--- src/rtl/pc_unit.sv ---
// Program-counter stage: registers the next PC from the branch decision, traps on
// misaligned taken targets, freezes after a retiring halt, and counts retired instructions.
module pc_unit #(
    parameter logic [31:0] RESET_VECTOR = 32'h0000_0000,
    parameter logic [31:0] TRAP_VECTOR  = 32'h0000_0100
) (
    input  logic        clk,
    input  logic        rst,
    input  logic        NextPCSrc,
    input  logic [31:0] BranchTarget,
    input  logic        IsJALR,
    input  logic        Halt,
    input  logic        Stall,
    output logic [31:0] PC,
    output logic [31:0] PCPlus4,
    output logic        Misaligned,
    output logic [31:0] TrapPC,
    output logic        Halted,
    output logic [31:0] InstRet
);

    typedef enum logic {
        ST_RUN  = 1'b0,
        ST_HALT = 1'b1
    } state_t;

    state_t      r_state;
    state_t      w_state_next;
    logic [31:0] r_pc;
    logic [31:0] w_pc_next;
    logic [31:0] r_instret;
    logic [31:0] w_instret_next;
    logic [31:0] r_trap_pc;
    logic [31:0] w_trap_pc_next;
    logic        r_misaligned;
    logic        w_misaligned_next;
    logic [31:0] w_tgt;
    logic [31:0] w_pc_plus4;
    logic        w_advance;

    // JALR clears bit 0; a remaining nonzero bit 1 still faults.
    assign w_tgt      = IsJALR ? {BranchTarget[31:1], 1'b0} : BranchTarget;
    assign w_pc_plus4 = r_pc + 32'd4;
    assign w_advance  = (r_state == ST_RUN) && !Stall;

    always_ff @(posedge clk or posedge rst) begin
        if (rst) begin
            r_state      <= ST_RUN;
            r_pc         <= RESET_VECTOR;
            r_instret    <= 32'd0;
            r_trap_pc    <= 32'd0;
            r_misaligned <= 1'b0;
        end else begin
            r_state      <= w_state_next;
            r_pc         <= w_pc_next;
            r_instret    <= w_instret_next;
            r_trap_pc    <= w_trap_pc_next;
            r_misaligned <= w_misaligned_next;
        end
    end

    always_comb begin
        w_state_next = r_state;
        if (w_advance && Halt) begin
            w_state_next = ST_HALT;
        end
    end

    // Halt outranks the branch decision, so a halting instruction never traps.
    always_comb begin
        w_pc_next         = r_pc;
        w_instret_next    = r_instret;
        w_trap_pc_next    = r_trap_pc;
        w_misaligned_next = 1'b0;
        if (w_advance) begin
            if (Halt) begin
                w_instret_next = r_instret + 32'd1;
            end else if (NextPCSrc && (w_tgt[1:0] != 2'b00)) begin
                w_pc_next         = TRAP_VECTOR;
                w_trap_pc_next    = r_pc;
                w_misaligned_next = 1'b1;
            end else if (NextPCSrc) begin
                w_pc_next      = w_tgt;
                w_instret_next = r_instret + 32'd1;
            end else begin
                w_pc_next      = w_pc_plus4;
                w_instret_next = r_instret + 32'd1;
            end
        end
    end

    assign PC         = r_pc;
    assign PCPlus4    = w_pc_plus4;
    assign Misaligned = r_misaligned;
    assign TrapPC     = r_trap_pc;
    assign Halted     = (r_state == ST_HALT);
    assign InstRet    = r_instret;

endmodule

--- config.mk ---
export PLATFORM = sky130hd
export DESIGN_NAME = pc_unit
export DESIGN_NICKNAME = d
export VERILOG_FILES = /design/src/rtl/pc_unit.sv
export SDC_FILE = /design/constraint.sdc
export NUM_CORES = 1
export LEC_CHECK = 0
export BUFFER_PORTS_ARGS = -buffer_cell sky130_fd_sc_hd__buf_4
export CAP_MARGIN = 20
export CORE_UTILIZATION = 45
export DETAILED_ROUTE_END_ITERATION = 16
export PLACE_DENSITY = 0.68
export REMOVE_ABC_BUFFERS = 1
export SYNTH_ARGS = -nofsm -noshare
export SYNTH_HDL_FRONTEND = slang
export SYNTH_SLANG_ARGS = --single-unit
--- constraint.sdc ---
create_clock -name clk -period 3.6 [get_ports clk]
set_input_delay 0.18 -clock clk [delete_from_list [all_inputs] [get_ports clk]]
set_output_delay 0.18 -clock clk [all_outputs]
set_load 0.1 [all_outputs]
Word level (Yosys, flattened, before mapping)
Index checks and enable logic that the tools add are counted.
- logic and storage cells: 26
- flip-flop bits (word level): 98
- bits of input ports: 38
- output and inout port bits: 130
- bitwise gates (word level): 2
- eq/ne operators: 1
- reductions and logical operators: 8
- muxes and demuxes: 8
- add/subtract/negate cells: 2
- operator list (operator ; number):
    $mux W32 ; 4
    $add A32 B1 Y32 const B ; 1
    $add A32 B3 Y32 const B ; 1
    $mux W1 ; 4
    $reduce_and A2 Y1 ; 2
    $logic_and A1 B1 Y1 ; 3
    $reduce_and A3 Y1 ; 1
    $ne A2 B2 Y1 const B ; 1
    $not A1 Y1 ; 2
    $reduce_bool A2 Y1 ; 1
    $logic_not A1 Y1 ; 1

Longest topological paths before layout
Gate-level depths: netlist of the first run.
- depth after elaboration: 6
- mapped depth: 8
- gate-level depth less buffers: 6

Least setup slack after synthesis of the first run
No wires, ideal clock.
- path type: reg-to-output
- start: register r_pc[2], in the netlist PC[2]
- end: output PCPlus4[26]
- cell stages (with the launch flop): 6
- required time: 3420 ps
- setup slack: -559 ps
- path buffers: 0
- arrival time: 3979 ps
- path through: dfrtp_1 > ha_1 > nand4_2 > nor4_2 > or4b_1 > xnor2_1
- cells in the longest elaborated chain, start to end: 1
- RTL lines (item ; line ; source):
    from (decl) ; 29 ; logic [31:0] r_pc;
    from (signal assigned) ; 55 ; r_pc <= w_pc_next;
    $add A32 B3 Y32 ; 43 ; assign w_pc_plus4 = r_pc + 32'd4;
    to (decl) ; 15 ; output logic [31:0] PCPlus4,
No other way between the ends.

Final worst setup path of the first run
- start: register r_pc[2], in the netlist PC[2]
- end: output PCPlus4[20]
Same word-level chain as after synthesis.

==> results.yml, run 1 <==
synthesis:
  ys_seq_area_share_pct: 47.2
  synthTopCellsByArea: "dfrtp_1 47%, mux2_2 6.1%, xnor2_1 5.9%, xor2_1 4.0%, nand2_1 3.3%"
  synth_area_um2: 5200
  synth-edff-count: 0
  syn_avg_cell_area_um2: 9.94
  synthFlopType: "dfrtp_1"
  yosysTopAreaCell: "dfrtp_1"
  ys_warn_count: 0
  synth_async_sr_flop_share_pct: 100
  ys_types: 57
  synth_top_cell_area_share_pct: 47.2
  syn_inst: 523
  synth_seq_cells: 98
clock_tree:
  cts_setup_buffers: 0
  clock_latency_ns: 0.35
  clock-sinks: 98
  tritoncts: "done"
  post_cts_resized: 0
  clock_path_buffers: 2
  root_buffer: "clkbuf_16"
  htree_levels: 3
  cts_buffers: 9
  clk_pin_slew_ns: 0.06
sta:
  rsz0062_at_grt: "no"
  fmax_mhz: 328
  setup_viol: 0
  slew_violations: 0
  fin_crit_ns: 3.05
  finClkSkew_ns: 0.00446
  post-route-period-util_pct: 84.6
  fin_setup_tns_ns: 0
  tightest_slew_ns: 0.965
  relSlewSlack_pct: 35.6
  hold_viol_final: 0
critical_path:
  cp.required_ns: 3.42
  critPathLaunch: "PC[2]"
  crit_buf_inv: 1
  cp_num_cells: 7
  reg2reg_from: "Halted"
  r2r_end: "TrapPC[10]"
  rrSetupSlack_ns: 1.08
  path_delay_family: "simple AND/OR/NAND/NOR gates"
  cpPeakStageDelay_ns: 0.47
  critPathMaxFanout: 8
  crit_path_end_kind: "output port"
  cp.arrival_ns: 2.87
  path_cells: "ha_1 > nand4_2 > nor4_4 > and2_0 > nand3_1 > xnor2_1 > buf_4"
  slowest_stage: "dfrtp_1"
  cp-endpoint: "PCPlus4[20]"
  r2r.worst_path.cells: 5
  cp-start-kind: "flip-flop"
  path_class: "reg -> out"
floorplan:
  fp-row-count: 38
  io-pin-count: 168
  die_w_um: 109
  dieArea_um2: 12000
  start_util_pct: 47.1
  core_um2: 11000
  die_height_um: 109
layout:
  layout-drive-gt1-share_pct: 33.8
  final_cells: 815
  seq_area_um2: 2450
  antenna_cells: 0
  fin_nets: 710
  postLayoutCoreUtil_pct: 61.7
  area_delta_synth_final_pct: 31.0
  multi_input_area_um2: 2530
  n_fill_cell: 968
global_route:
  antenna_found_initial: 0
  grt_pass1_vias: 4196
  gr-usage-all-layers_pct: 24.0
  grt_max_degree: 82
  grt_pass1_wl_mm: 21.7
  grt_overflow: 0
detailed_routing:
  routed_wl_mm: 14.1
  dr.first_iter.drc_count: 234
  route.detailed.drc: 0
  drt-pass1-iter-count: 4
  avgRoutedWirePerCell_um: 17.3
  vias: 4562
  vias_per_cell: 5.60
  ant_nets: 0
run:
  cap_viol_max_count: 0
place:
  place.gp.congestion: 0.800
  hpwl_mm: 9.92
  io_buffer_count: 167
  dp.cells: 797
worst_hold_path:
  hp-class: "in -> reg"
power_and_ir_drop:
  powerDensity_nw_per_um2: 487
  peakVddDrop_uv: 522
  p_leak_nw: 3.32
status:
  status: "finished clean"
metrics by stage:
| step | total power, mW | setup slack, ns | instance area, um2 | hold WS (ns) |
|---|---|---|---|---|
| finish | 3.32 | 0.554 | 6810 | 0.0363 |
| global route | 3.42 | 0.324 | 6810 | 0.0543 |
| CTS | 3.34 | 0.542 | 6770 | 0.0303 |
| detailed placement | 2.41 | 0.941 | 6490 | 0.395 |
| global placement | 2.40 | 1.04 | 6490 | 0.394 |
| floorplan | 2.14 | -0.586 | 5020 | 0.296 |
worst min path at each step:
stage,cells past startpoint,slack [ns],startpoint,endpoint
after global placement,3,0.39,BranchTarget[25],PC[25]
after global routing,3,0.05,BranchTarget[25],PC[25]
final,3,0.04,BranchTarget[25],PC[25]
after CTS,3,0.03,BranchTarget[25],PC[25]
after detailed placement,3,0.40,BranchTarget[25],PC[25]
after floorplan,2,0.30,BranchTarget[25],PC[25]
kinds of logic (layout without fill, tap and decap cells):
| kind of cell | after synthesis | after routing | synth area share [%] |
|---|---|---|---|
| xor+xnor | 59 | 59 | 9.94 |
| fa+ha+maj | 2 | 2 | 0.481 |
| flops | 98 | 98 | 47.2 |
| mux | 31 | 31 | 6.64 |
| compound gates | 82 | 82 | 9.75 |
| buf+inv | 48 | 200 | 4.24 |
| simple gates | 203 | 203 | 21.8 |
per-layer routing:
| metal | routed length (um) | GRT usage (%) | vias up |
|---|---|---|---|
| met2 | 6670 | 37.5 | 167 |
| met4 | 338 | 10.3 | 0 |
| met5 | 0 | 0 | - |
| met1 | 6270 | 32.9 | 2220 |
| li1 | - | - | 2147 |
| met3 | 808 | 4.03 | 28 |
synth_stat cells (2+ instances only):
| library cell | count |
|---|---|
| dfrtp_1 | 98 |
| nand2_1 | 46 |
| xnor2_1 | 35 |
| o21ai_0 | 30 |
| mux2_2 | 28 |
| nand3_1 | 25 |
| nor2_1 | 25 |
| xor2_1 | 24 |
| nor3_1 | 21 |
| and3_1 | 20 |
| clkbuf_1 | 20 |
| a21oi_1 | 19 |
| nand4_1 | 13 |
| inv_1 | 10 |
| buf_2 | 9 |
| and4_1 | 8 |
| and2_1 | 6 |
| a22oi_1 | 5 |
| buf_4 | 5 |
| nor2b_1 | 5 |
| nor4_1 | 5 |
| a211oi_1 | 4 |
| a31oi_1 | 4 |
| a32oi_1 | 4 |
| nand2b_1 | 4 |
| a21o_1 | 3 |
| mux2i_1 | 3 |
| nand3b_1 | 3 |
| or3_1 | 3 |
| or4_1 | 3 |
| a211o_1 | 2 |
| clkbuf_2 | 2 |
| ha_1 | 2 |
| nand2_2 | 2 |
| nor3b_1 | 2 |
| nor4_2 | 2 |
| nor4_4 | 2 |
| o21a_1 | 2 |
placed cells by master, fill, tap and decap left out, types with 4 or more instances in the layout:
master / netlist / final
buf_4: 5 / 171
dfrtp_1: 98 / 98
nand2_1: 46 / 46
xnor2_1: 35 / 35
o21ai_0: 30 / 30
mux2_2: 28 / 28
nand3_1: 25 / 25
nor2_1: 25 / 25
xor2_1: 24 / 24
and3_1: 20 / 20
nor3_1: 21 / 20
a21oi_1: 19 / 19
nand4_1: 13 / 13
inv_1: 10 / 9
clkbuf_16: 0 / 9
and4_1: 8 / 8
and2_1: 6 / 6
nor2b_1: 5 / 5
a22oi_1: 5 / 5
nor4_1: 5 / 5
a31oi_1: 4 / 4
a211oi_1: 4 / 4
a32oi_1: 4 / 4
tightest hold or removal path, cell delays in order:
cell	delay [ns]
buf_4	0.08
nand2_1	0.04
nand3_1	0.05
what timing repair did:
item / 4_1_cts / 5_1_grt
setup endpoints to repair: 0 / 0
hold buffers: 0 / 1
hold endpoints to repair: 0 / 26
sequential cells by signal, summed over array words and instances, names as in the netlist:
signal,flops
InstRet,32
PC,32
TrapPC,32
Halted,1
Misaligned,1
report_power, final:
part | internal, mW | switching, mW
clock network | 0.524 | 0.401
logic | 0.229 | 0.899
registers | 1.17 | 0.100
total | 1.92 | 1.40
final cells by class:
class,instances,area share (%)
clock buffer,14,4.02
clock inverter,2,0.147
tap,140,2.57
timing repair buffer,173,19.4
multi-input combinational,377,37.2
inverter,11,0.643
sequential,98,36.0
No activity file was read; power rests on OpenSTA's default activity.
==> run 2, diff against run 1 <==
Settings changed: PLACE_DENSITY 0.68 to 0.71.
Clock period 3.6 ns to 2.5 ns, I/O delays scaled along.
==> run 2 against run 1 <==
  * Global-route usage up 1.8 points
  * Critical path depth down 2
  * Critical path type unchanged
  * Final cell count increased by 2.9%
  * Setup slack lost 0.53 ns
  * Largest cell class unchanged
  * Design area grew 5.2%
  * Count of clock-buffer cells in the layout decreased by 3
  * Core utilization rose by 3.2 points
==> results.yml, run 2 (same netlist as run 1, synthesis figures left out) <==
status:
  status: "finished clean"
critical_path:
  slowest_stage: "or4_1"
  crit_buf_inv: 1
  path_cells: "nand2_1 > or4_1 > nor4_4 > xor2_1 > buf_6"
  rrSetupSlack_ns: 0.40
  path_delay_family: "simple AND/OR/NAND/NOR gates"
  cpPeakStageDelay_ns: 0.55
  r2r_end: "PC[25]"
  crit_path_end_kind: "output port"
  critPathMaxFanout: 8
  reg2reg_from: "Halted"
  cp-start-kind: "flip-flop"
  r2r.worst_path.cells: 5
  cp.arrival_ns: 2.35
  cp.required_ns: 2.38
  path_class: "reg -> out"
global_route:
  grt_pass1_vias: 4554
  gr-usage-all-layers_pct: 25.8
  grt_overflow: 0
  busiest_layer: "met2"
  use_met3_pct: 4.39
  antenna_found_initial: 0
  grt_max_degree: 51
  grt_use_met2_pct: 42.2
  grt_pass1_wl_mm: 23.3
  grt_use_met1_pct: 33.6
floorplan:
  fp-row-count: 38
  start_util_pct: 47.1
  die_w_um: 109
  die_height_um: 109
  io-pin-count: 168
  dieArea_um2: 12000
  core_um2: 11000
power_and_ir_drop:
  powerDensity_nw_per_um2: 730
  p_leak_nw: 3.52
  total_power_mw: 5.23
  peakVddDrop_uv: 993
detailed_routing:
  ant_nets: 0
  dr.first_iter.drc_count: 313
  avgRoutedWirePerCell_um: 17.9
  vias: 4732
  vias_per_cell: 5.64
  route.detailed.drc: 0
  routed_wl_mm: 15.0
  drt-pass1-iter-count: 5
place:
  hpwl_mm: 10.5
  place.gp.congestion: 0.847
  dpl_cell_area_um2: 6630
  io_buffer_count: 167
  dp.cells: 812
  dp_slack_ns: 0.218
sta:
  slew_violations: 0
  relSlewSlack_pct: 53.7
  fin_setup_tns_ns: 0
  setup_viol: 0
  setup_ws_ns: 0.0265
  tightest_slew_ns: 0.687
  fmax_mhz: 404
  fin_crit_ns: 2.47
  finClkSkew_ns: 0.00575
  worst_hold_slack_ns: 0.0214
  hold_viol_final: 0
  post-route-period-util_pct: 98.9
layout:
  layout-drive-gt1-share_pct: 37.9
  area_delta_synth_final_pct: 37.8
  fin_area_um2: 7160
  final_cell_mix: "186 x buf_4, 91 x dfrtp_1, 46 x nand2_1, 34 x xnor2_1, 30 x o21ai_0"
  n_fill_cell: 906
  postLayoutCoreUtil_pct: 65.0
  final_cells: 839
  mostFrequentLayoutCell: "buf_4"
  seq_area_um2: 2460
  multi_input_area_um2: 2580
  antenna_cells: 0
  fin_nets: 734
clock_tree:
  clk_pin_slew_ns: 0.07
  tritoncts: "done"
  clock-sinks: 98
  clock_path_buffers: 2
  root_buffer: "clkbuf_16"
  htree_levels: 3
  clock_latency_ns: 0.35
  cts_buffers: 9
worst_hold_path:
  hold_end: "Halted"
  worstHoldPathCells: 2
  hp-class: "in -> reg"
  hold_start: "Halt"
run:
  cap_viol_max_count: 0
run 2: changes by cell type in the layout (fill, tap and decap cells not counted), moves of 3 or more:
cell | previous run | this run
buf_6 | 0 | 5
buf_4 | 171 | 186
dlygate4sd3_1 | 1 | 4
bufinv_16 | 0 | 4
dfrtp_2 | 0 | 7
dfrtp_1 | 98 | 91
run 2: where the power goes:
group	leakage (nW)	switching, mW	internal, mW
logic	2.05	1.34	0.363
clock network	0.180	0.620	1.11
registers	1.28	0.119	1.68
run 2: cell type report:
type | count | area share [%]
multi-input cells | 377 | 36.1
clock buffers | 11 | 3.39
well taps | 140 | 2.44
inverters | 11 | 0.611
clock inverters | 5 | 1.75
flip-flops and latches | 98 | 34.4
repair buffers | 197 | 21.4
run 2: worst register-to-register path: stages, from the launching register on:
cell and delay (ns):
dfrtp_1 0.46, or3_1 0.44, buf_4 0.30, or3_1 0.38
or3_1 0.36, nand3_1 0.10
run 2: layer usage:
metal | vias to the layer above | wire, um
li1 | 2197 | -
met1 | 2324 | 6400
met2 | 186 | 7310
met3 | 25 | 932
met4 | 0 | 357
met5 | - | 0
run 2: worst max-delay path by stage:
stage | to | cells past startpoint | slack (ns) | start
floorplan | PCPlus4[26] | 5 | -1.63 | PC[2]
detailed placement | PCPlus4[20] | 7 | 0.22 | PC[2]
CTS | PCPlus4[24] | 5 | 0.0007 | PC[14]
finish | PCPlus4[24] | 5 | 0.03 | PC[13]
global route | PCPlus4[24] | 5 | -0.04 | PC[12]
global placement | PCPlus4[20] | 7 | 0.30 | PC[2]
run 2: repair_timing:
item,CTS,global route
gates resized for setup,17,8
endpoints found under the setup margin,11,9
pin swaps,1,1
endpoints found under the hold margin,51,0
hold buffers,4,0
buffers inserted,3,4
